`config.mk`:
```
export PLATFORM = sky130hd
export DESIGN_NAME = load_use_stall_unit
export DESIGN_NICKNAME = d
export VERILOG_FILES = /design/src/rtl/load_use_stall_unit.sv
export SDC_FILE = /design/constraint.sdc
export NUM_CORES = 1
export LEC_CHECK = 0
export ABC_CLOCK_PERIOD_IN_PS = 3800
export BUFFER_PORTS_ARGS = -buffer_cell sky130_fd_sc_hd__buf_2
export CAP_MARGIN = 20
export CORE_UTILIZATION = 50
export DETAILED_ROUTE_END_ITERATION = 12
export GPL_TIMING_DRIVEN = 0
export PLACE_DENSITY = 0.83
export SYNTH_ARGS = -nofsm -noshare
export SYNTH_HDL_FRONTEND = slang
export SYNTH_SLANG_ARGS = --single-unit
```
`constraint.sdc`:
```
create_clock -name clk -period 3.8 [get_ports clk]
set_input_delay 0.57 -clock clk [delete_from_list [all_inputs] [get_ports clk]]
set_output_delay 0.57 -clock clk [all_outputs]
set_load 0.02 [all_outputs]
```
`src/rtl/load_use_stall_unit.sv`:
```
// Load-use hazard detector and pipeline enable arbiter: tracks in-flight destinations
// through EX/MEM/WB, stalls ID behind loads, and prioritises memory freeze and branch flush.
module load_use_stall_unit #(
    parameter int REG_W              = 3,
    parameter int LOAD_STALLS        = 1,
    parameter int ZERO_REG_HARDWIRED = 0,
    parameter int CNT_W              = 16
) (
    input  logic             clk,
    input  logic             rst_n,
    input  logic             id_valid,
    input  logic [REG_W-1:0] id_rs1,
    input  logic [REG_W-1:0] id_rs2,
    input  logic             id_uses_rs1,
    input  logic             id_uses_rs2,
    input  logic [REG_W-1:0] id_rd,
    input  logic             id_regwrite,
    input  logic             id_is_load,
    input  logic             branch_taken_ex,
    input  logic             mem_ready,
    output logic             pc_write,
    output logic             if_id_write,
    output logic             id_ex_bubble,
    output logic             if_id_flush,
    output logic             stall_active,
    output logic [CNT_W-1:0] stall_cnt
);

    typedef struct packed {
        logic             v;
        logic [REG_W-1:0] rd;
        logic             wr;
        logic             ld;
    } shadow_t;

    localparam shadow_t SHADOW_EMPTY = '{v: 1'b0, rd: '0, wr: 1'b0, ld: 1'b0};

    shadow_t ex_q;
    shadow_t mem_q;
    shadow_t wb_q;
    shadow_t ex_next;

    logic hz_ex;
    logic hz_mem;
    logic hz;

    // A source only depends on an entry that is a valid load writing that register.
    function automatic logic src_match(input logic [REG_W-1:0] x, input shadow_t e);
        logic zero_exempt;
        zero_exempt = (ZERO_REG_HARDWIRED != 0) && (x == '0);
        return e.v && e.wr && e.ld && (x == e.rd) && !zero_exempt;
    endfunction

    always_comb begin
        hz_ex  = (id_uses_rs1 && src_match(id_rs1, ex_q)) ||
                 (id_uses_rs2 && src_match(id_rs2, ex_q));
        hz_mem = 1'b0;
        if (LOAD_STALLS == 2) begin
            hz_mem = (id_uses_rs1 && src_match(id_rs1, mem_q)) ||
                     (id_uses_rs2 && src_match(id_rs2, mem_q));
        end
        hz = id_valid && (hz_ex || hz_mem);
    end

    // Freeze beats flush beats stall; a flush squashes the dependent instruction anyway.
    always_comb begin
        pc_write     = 1'b1;
        if_id_write  = 1'b1;
        id_ex_bubble = 1'b0;
        if_id_flush  = 1'b0;
        stall_active = 1'b0;
        if (!mem_ready) begin
            pc_write    = 1'b0;
            if_id_write = 1'b0;
        end else if (branch_taken_ex) begin
            id_ex_bubble = 1'b1;
            if_id_flush  = 1'b1;
        end else if (hz) begin
            pc_write     = 1'b0;
            if_id_write  = 1'b0;
            id_ex_bubble = 1'b1;
            stall_active = 1'b1;
        end
    end

    always_comb begin
        ex_next    = SHADOW_EMPTY;
        ex_next.rd = id_rd;
        ex_next.wr = id_regwrite;
        ex_next.ld = id_is_load;
        ex_next.v  = id_valid && !id_ex_bubble;
    end

    always_ff @(posedge clk or negedge rst_n) begin
        if (!rst_n) begin
            ex_q  <= SHADOW_EMPTY;
            mem_q <= SHADOW_EMPTY;
            wb_q  <= SHADOW_EMPTY;
        end else if (mem_ready) begin
            wb_q  <= mem_q;
            mem_q <= ex_q;
            ex_q  <= ex_next;
        end
    end

    always_ff @(posedge clk or negedge rst_n) begin
        if (!rst_n) begin
            stall_cnt <= '0;
        end else if (stall_active && (stall_cnt != {CNT_W{1'b1}})) begin
            stall_cnt <= stall_cnt + 1'b1;
        end
    end

    // The WB entry is the retiring tail of the shadow; no hazard term reads it.
    logic wb_unused;
    assign wb_unused = ^wb_q;

endmodule

```
==> results.toml, run 1 <==
[die]
die_height_um = 49.4
floorplan.die_area_mm2 = 0.00244
fp-row-count = 16
width_of_the_die_um = 49.4
floorplan.initialDensity = 0.550
core_area_mm2 = 0.00204
top_level_ports = 39

[synthesis]
ys.warnings.count = 0
synth_seq_cells = 22
synthMuxAreaShare = 0.0892
synth-adder-area-share = 0.0111
syn_avg_cell_area_um2 = 10.9
yosys.area_share.simple = 0.187
yosys.area_share.xor_xnor = 0.140
synthesis.area_mm2 = 0.00112
combinational_family_with_the_most_area_after_synthesis = "simple AND/OR/NAND/NOR gates"
syn-num-nets = 122
synth_largest_area_cell = "dfrtp_1"
yosys-top-cells-area = "dfrtp_1, xnor2_1, mux2_2"
syn_inst = 103
synth_largest_type_area_fraction = 0.491
ys_seq_area_frac = 0.491
synth_cell_types = 23
synth_area_in_compound_gates = 0.0446

[worst_setup_path]
timing.critical_path.required_ns = 3.23
path_class = "reg -> out"
worstPathMaxFanout = 5
critical_path.endpoint_type = "output pin"
timing.critical_path.buf_inv = 2
arrival_time_at_the_worst_endpoint_ns = 1.93
critical-path-slowest-cell = "dfrtp_1"
critical_path.cell_chain = "xnor2_1, nand4_1, a21oi_1, a31oi_1, buf_4, buf_2"
worstSetupStartpointType = "register"
max_stage_delay_ns = 0.43
timing.critical_path.max_delay_family = "compound AO/OA/AOI/OAI gates"
reg_to_reg_setup_timing_slack_ns = 2.02

[cts]
ctsRootBufferMaster = "clkbuf_4"
postCtsSetupBuffers = 0
worstSkewPairLatency_ns = 0.31
postCtsResizedCells = 0
h-tree-depth = 1
worst_setup_hold_path_clk_slew_ns = 0.11
cts_made_buffers = 3
hold_bufs_inserted_after_cts = 0
max-clock-path-buffers = 2
clock-sinks = 22
tritoncts = "done"

[run_status]
result_of_the_run = "completed"

[power]
clockPowerShare = 0.301
p_sw_w = 0.0000975
comb_power_share = 0.109
irDropWorstVdd_mv = 0.238
internal_power_w = 0.000323
p_leak_nw = 0.684
power.density_mw_per_mm2 = 305
switching_portion_of_total_power = 0.232
p_seq_frac = 0.590

[global_routing]
grt_overflow = 0
antenna_found_initial = 0
maximum_number_of_pins_on_one_net_before_global_route_repair = 23
grt_pass1_vias = 888
track_usage = 0.212
global_route_wire_length_before_repair_um = 3860

[placed_design]
place_hpwl_um = 1760
numPortBuffers = 37
placedCellCount = 167
dp_worst_setup_slack_ns = 1.41
final_replace_weighted_congestion = 0.897

[sta]
setup_tns_final_ns = 0
clock-skew-final_ns = 0.00445
max_slew_margin = 0.683
fin_hold_ws_ns = 0.201
min_period_over_period = 0.658
worst-slew-pin-transition_ns = 0.476
timing.final.crit_period_ns = 2.50
final-hold-violation-count = 0
finalSetupViolCount = 0
achievable-frequency_ghz = 0.400
slew_viol_final = 0
grt_setup_unrepaired = "no"
final.setup.worst_slack_ns = 1.30

[detailed_routing]
drt_iter0_drc = 17
routed_via_count_divided_by_cell_count = 5.47
drt_drc_violations_left = 0
route.final.wire_length_um = 2260
dr_total_vias = 935
drt_pre_antenna_iters = 4
route.antenna.remaining_nets = 0
wire_per_inst_um = 13.2

[layout]
nNetsFinal = 164
finalCoreUtilization = 0.675
final_layout_size_suffix_gt1_frac = 0.368
antenna_cells = 0
layoutNonFillerInstCount = 171
layout-area-overhead-vs-synth_pct = 22.7

[hold_path]
holdCritPathClass = "in -> async"

[flow_run]
drv.max_cap_violation_count = 0
==> Yosys cell counts <==
| cell type | instances |
|---|---|
| mux2i_1 | 1 |
| ha_1 | 1 |
| nor2_1 | 4 |
| mux2_2 | 7 |
| xor2_1 | 1 |
| nand3_1 | 12 |
| a31oi_1 | 1 |
| buf_4 | 2 |
| nand4_1 | 9 |
| and4_1 | 1 |
| nand2_1 | 5 |
| a221oi_2 | 1 |
| and3b_2 | 1 |
| and3_1 | 3 |
| nand2b_1 | 2 |
| buf_6 | 1 |
| dfrtp_1 | 22 |
| o2bb2ai_1 | 1 |
| a21oi_1 | 4 |
| xnor2_1 | 17 |
| nor3_1 | 2 |
| mux2_1 | 1 |
| inv_1 | 4 |
==> worst reg2reg max path, cell delays in order, from the launching register on <==
cell and delay (ns):
dfrtp_1 0.45, ha_1 0.24, nand3_1 0.12, nor3_1 0.09, a221oi_2 0.31, buf_6 0.19
nand4_1 0.12, xnor2_1 0.15
==> metal layers <==
layer,track usage,vias to the layer above,wire [um]
met3,0.0498,5,93
met5,0,-,0
li1,-,451,-
met1,0.253,455,972
met2,0.365,24,1160
met4,0.0857,0,34
==> path summary, 6_finish.rpt <==
kind | start | endpoint | depth (start not counted)
worst max register to register | stall_cnt[0]$_DFFE_PN0P_ | stall_cnt[11]$_DFFE_PN0P_ | 7
worst min-delay path | rst_n | stall_cnt[10]$_DFFE_PN0P_ | 1
worst max-delay path | ex_q[3]$_DFFE_PN0P_ | pc_write | 6
worst min register to register | stall_cnt[6]$_DFFE_PN0P_ | stall_cnt[6]$_DFFE_PN0P_ | 1
min in group clk | id_rd[0] | ex_q[2]$_DFFE_PN0P_ | 2
max in group asynchronous | rst_n | ex_q[0]$_DFFE_PN0P_ | 1
==> cells in the final DEF (no fill, tap or decap) <==
| cell | count |
|---|---|
| a21oi_1 | 4 |
| a221oi_2 | 1 |
| a31oi_1 | 1 |
| and3_1 | 3 |
| and3b_2 | 1 |
| and4_1 | 1 |
| buf_2 | 37 |
| buf_4 | 2 |
| buf_6 | 1 |
| clkbuf_4 | 3 |
| clkbuf_8 | 1 |
| dfrtp_1 | 22 |
| ha_1 | 1 |
| inv_1 | 4 |
| mux2_1 | 1 |
| mux2_2 | 7 |
| mux2i_1 | 1 |
| nand2_1 | 5 |
| nand2b_1 | 2 |
| nand3_1 | 12 |
| nand4_1 | 9 |
| nor2_1 | 4 |
| nor3_1 | 2 |
| o2bb2ai_1 | 1 |
| xnor2_1 | 17 |
| xor2_1 | 1 |
==> power groups by stage <==
stage	registers, W	clock network (W)	logic [W]
after floorplan	0.000252	0	0.0000256
after global placement	0.000252	0	0.0000445
after detailed placement	0.000253	0	0.0000462
after CTS	0.000248	0.000130	0.0000463
after global routing	0.000249	0.000141	0.0000506
final	0.000248	0.000127	0.0000457
==> through the flow <==
step / area (um^2) / power, W
finish: 1380 / 0.000420
global route: 1380 / 0.000441
CTS: 1380 / 0.000425
detailed placement: 1340 / 0.000299
global placement: 1340 / 0.000296
floorplan: 1120 / 0.000278
==> kinds of logic after synthesis <==
logic type | Yosys count
adders and majority gates | 1
AOI/OAI and AO/OA | 7
muxes | 9
buffers and inverters | 7
xor gates and xnor gates | 18
DFF | 22
and+or+nand+nor | 39
==> flip-flops by register name, summed over array words and instances (netlist names) <==
name / cells
ex_q: 6
stall_cnt: 16
==> area by class of cell <==
cell class                      instances  area (um^2)
Buffer                                  3         26.3
Clock buffer                            4         36.3
Fill cell                             179          664
Inverter                                4         15.0
Multi-Input combinational cell         74          531
Sequential cell                        22          551
Tap cell                               27         33.8
Timing Repair Buffer                   37          185
(Power assumes the default switching activity.)
==> run 2, diff against run 1 <==
==> config.mk (replaced) <==
export PLATFORM = sky130hd
export DESIGN_NAME = load_use_stall_unit
export DESIGN_NICKNAME = d
export VERILOG_FILES = /design/src/rtl/load_use_stall_unit.sv
export SDC_FILE = /design/constraint.sdc
export NUM_CORES = 1
export LEC_CHECK = 0
export ABC_CLOCK_PERIOD_IN_PS = 2060
export BUFFER_PORTS_ARGS = -buffer_cell sky130_fd_sc_hd__buf_2
export CAP_MARGIN = 20
export CORE_UTILIZATION = 44
export DETAILED_ROUTE_END_ITERATION = 12
export GPL_TIMING_DRIVEN = 0
export PLACE_DENSITY = 0.77
export SYNTH_ARGS = -nofsm -noshare
export SYNTH_HDL_FRONTEND = slang
export SYNTH_SLANG_ARGS = --single-unit
==> constraint.sdc (replaced) <==
create_clock -name clk -period 2.06 [get_ports clk]
set_input_delay 0.309 -clock clk [delete_from_list [all_inputs] [get_ports clk]]
set_output_delay 0.309 -clock clk [all_outputs]
set_load 0.02 [all_outputs]
==> results.toml, run 2 (synthesized netlist as in run 1, its figures left out) <==
[die]
die_height_um = 52.5
floorplan.die_area_mm2 = 0.00276
fp-row-count = 17
top_level_ports = 39
width_of_the_die_um = 52.5
floorplan.initialDensity = 0.489
core_area_mm2 = 0.00230

[layout]
regMostFlops = "stall_cnt"
layout.cells.most_common_list = "buf_2, dfrtp_1, xnor2_1"
largest_register_ffs = 16
nNetsFinal = 168
antenna_cells = 0
largestRegisters = "stall_cnt x16, ex_q x6"
final_layout_size_suffix_gt1_frac = 0.385
leading_cell_type_in_the_layout_fill_and_taps_excluded = "buf_2"
layout-area-overhead-vs-synth_pct = 28.3

[cts]
max-clock-path-buffers = 2
worstSkewPairLatency_ns = 0.31
clock-sinks = 22
ctsRootBufferMaster = "clkbuf_4"
h-tree-depth = 1
tritoncts = "done"
worst_setup_hold_path_clk_slew_ns = 0.12
cts_made_buffers = 3

[worst_setup_path]
timing.critical_path.required_ns = 1.75
worstPathMaxFanout = 4
timing.critical_path.from = "ex_q[3]$_DFFE_PN0P_"
rr_startpoint = "ex_q[3]$_DFFE_PN0P_"
critical_path.endpoint_type = "output pin"
worstSetupStartpointType = "register"
arrival_time_at_the_worst_endpoint_ns = 1.73
path_class = "reg -> out"

[global_routing]
antenna_found_initial = 0
grt_pass1_vias = 948
track_usage = 0.197
maximum_number_of_pins_on_one_net_before_global_route_repair = 23
grt_overflow = 0
global_route_wire_length_before_repair_um = 4000

[sta]
worst-slew-pin-transition_ns = 0.499
setup_tns_final_ns = 0
final.setup.worst_slack_ns = 0.0173
grt_setup_unrepaired = "yes"
final-hold-violation-count = 0
achievable-frequency_ghz = 0.490
clock-skew-final_ns = 0.0117
slew_viol_final = 0
timing.final.crit_period_ns = 2.04
finalSetupViolCount = 0
max_slew_margin = 0.667
min_period_over_period = 0.992

[detailed_routing]
route.antenna.remaining_nets = 0
drt_iter0_drc = 32
drt_drc_violations_left = 0
routed_via_count_divided_by_cell_count = 5.41
dr_total_vias = 953
wire_per_inst_um = 13.2
route.final.wire_length_um = 2320
drt_pre_antenna_iters = 4

[flow_run]
drv.max_cap_violation_count = 0

[placed_design]
final_replace_weighted_congestion = 0.779
dp_worst_setup_slack_ns = 0.178
place_hpwl_um = 1730
numPortBuffers = 37

[power]
irDropWorstVdd_mv = 0.338
power.density_mw_per_mm2 = 613
p_leak_nw = 0.712

[run_status]
result_of_the_run = "completed"

[hold_path]
min-delay-start = "id_rd[1]"
holdCritPathClass = "in -> reg"
run 2: cell types whose count changed in the layout (fill, tap and decap cells not counted), sizes merged:
cell	previous run	this run
bufinv	0	1
clkbuf	4	3
buf	40	43
dlygate4sd3	0	1
run 2: where the power goes:
group	switching [W]	internal (W)	total (W)
clock	0.000136	0.000197	0.000333
sequential	0.0000120	0.000445	0.000457
combinational	0.0000435	0.0000488	0.0000922
total	0.000192	0.000690	0.000882
run 2: worst paths after layout:
| path | endpoint | slack, ns | cells after the start |
|---|---|---|---|
| setup / recovery | stall_active | 0.02 | 4 |
| hold / removal | ex_q[3]$_DFFE_PN0P_ | 0.23 | 2 |
| setup reg to reg | stall_cnt[6]$_DFFE_PN0P_ | 0.21 | 7 |
| hold reg to reg | stall_cnt[6]$_DFFE_PN0P_ | 0.52 | 1 |
| max in group asynchronous | stall_cnt[1]$_DFFE_PN0P_ | 1.24 | 2 |
| min in group asynchronous | stall_cnt[0]$_DFFE_PN0P_ | 0.47 | 2 |
run 2: timing repair:
item | CTS | global route
endpoints found under the setup margin | 3 | 4
setup buffers | 3 | 0
hold endpoints to repair | 22 | 0
pin swaps | 3 | 4
gates cloned | 0 | 0
gates resized for setup | 1 | 3
hold buffers | 1 | 0
run 2: critical path: stages (launching register included):
cell and delay (ns):
dfrtp_1 0.44, xnor2_1 0.16, nand4_1 0.19, a21oi_1 0.40, buf_2 0.24
run 2: layout make-up:
| cell class | count | area [um^2] |
|---|---|---|
| fill | 191 | 857 |
| inverter | 4 | 15.0 |
| clock buffer | 3 | 22.5 |
| clock inverter | 1 | 30.0 |
| timing repair buffer | 41 | 226 |
| buffer | 3 | 26.3 |
| multi-input combinational | 74 | 534 |
| sequential | 22 | 551 |
| tap | 28 | 35.0 |
run 2: metal layers:
| metal | part of all wire | global-route usage |
|---|---|---|
| met2 | 0.51 | 0.348 |
| met4 | 0.016 | 0.0877 |
| met5 | 0 | 0 |
| met3 | 0.035 | 0.0174 |
| met1 | 0.44 | 0.241 |
run 2: metrics by stage:
step                cell area (um^2)  hold WS [ns]  cells  power (W)  utilization
detailed placement              1340         0.302    168   0.000551        0.584
CTS                             1430         0.216    176   0.000890        0.623
floorplan                       1120        0.0134    103   0.000512            -
global route                    1440         0.229    176   0.000919        0.627
finish                          1440         0.226    176   0.000882        0.627
global placement                1340         0.295    168   0.000547        0.584
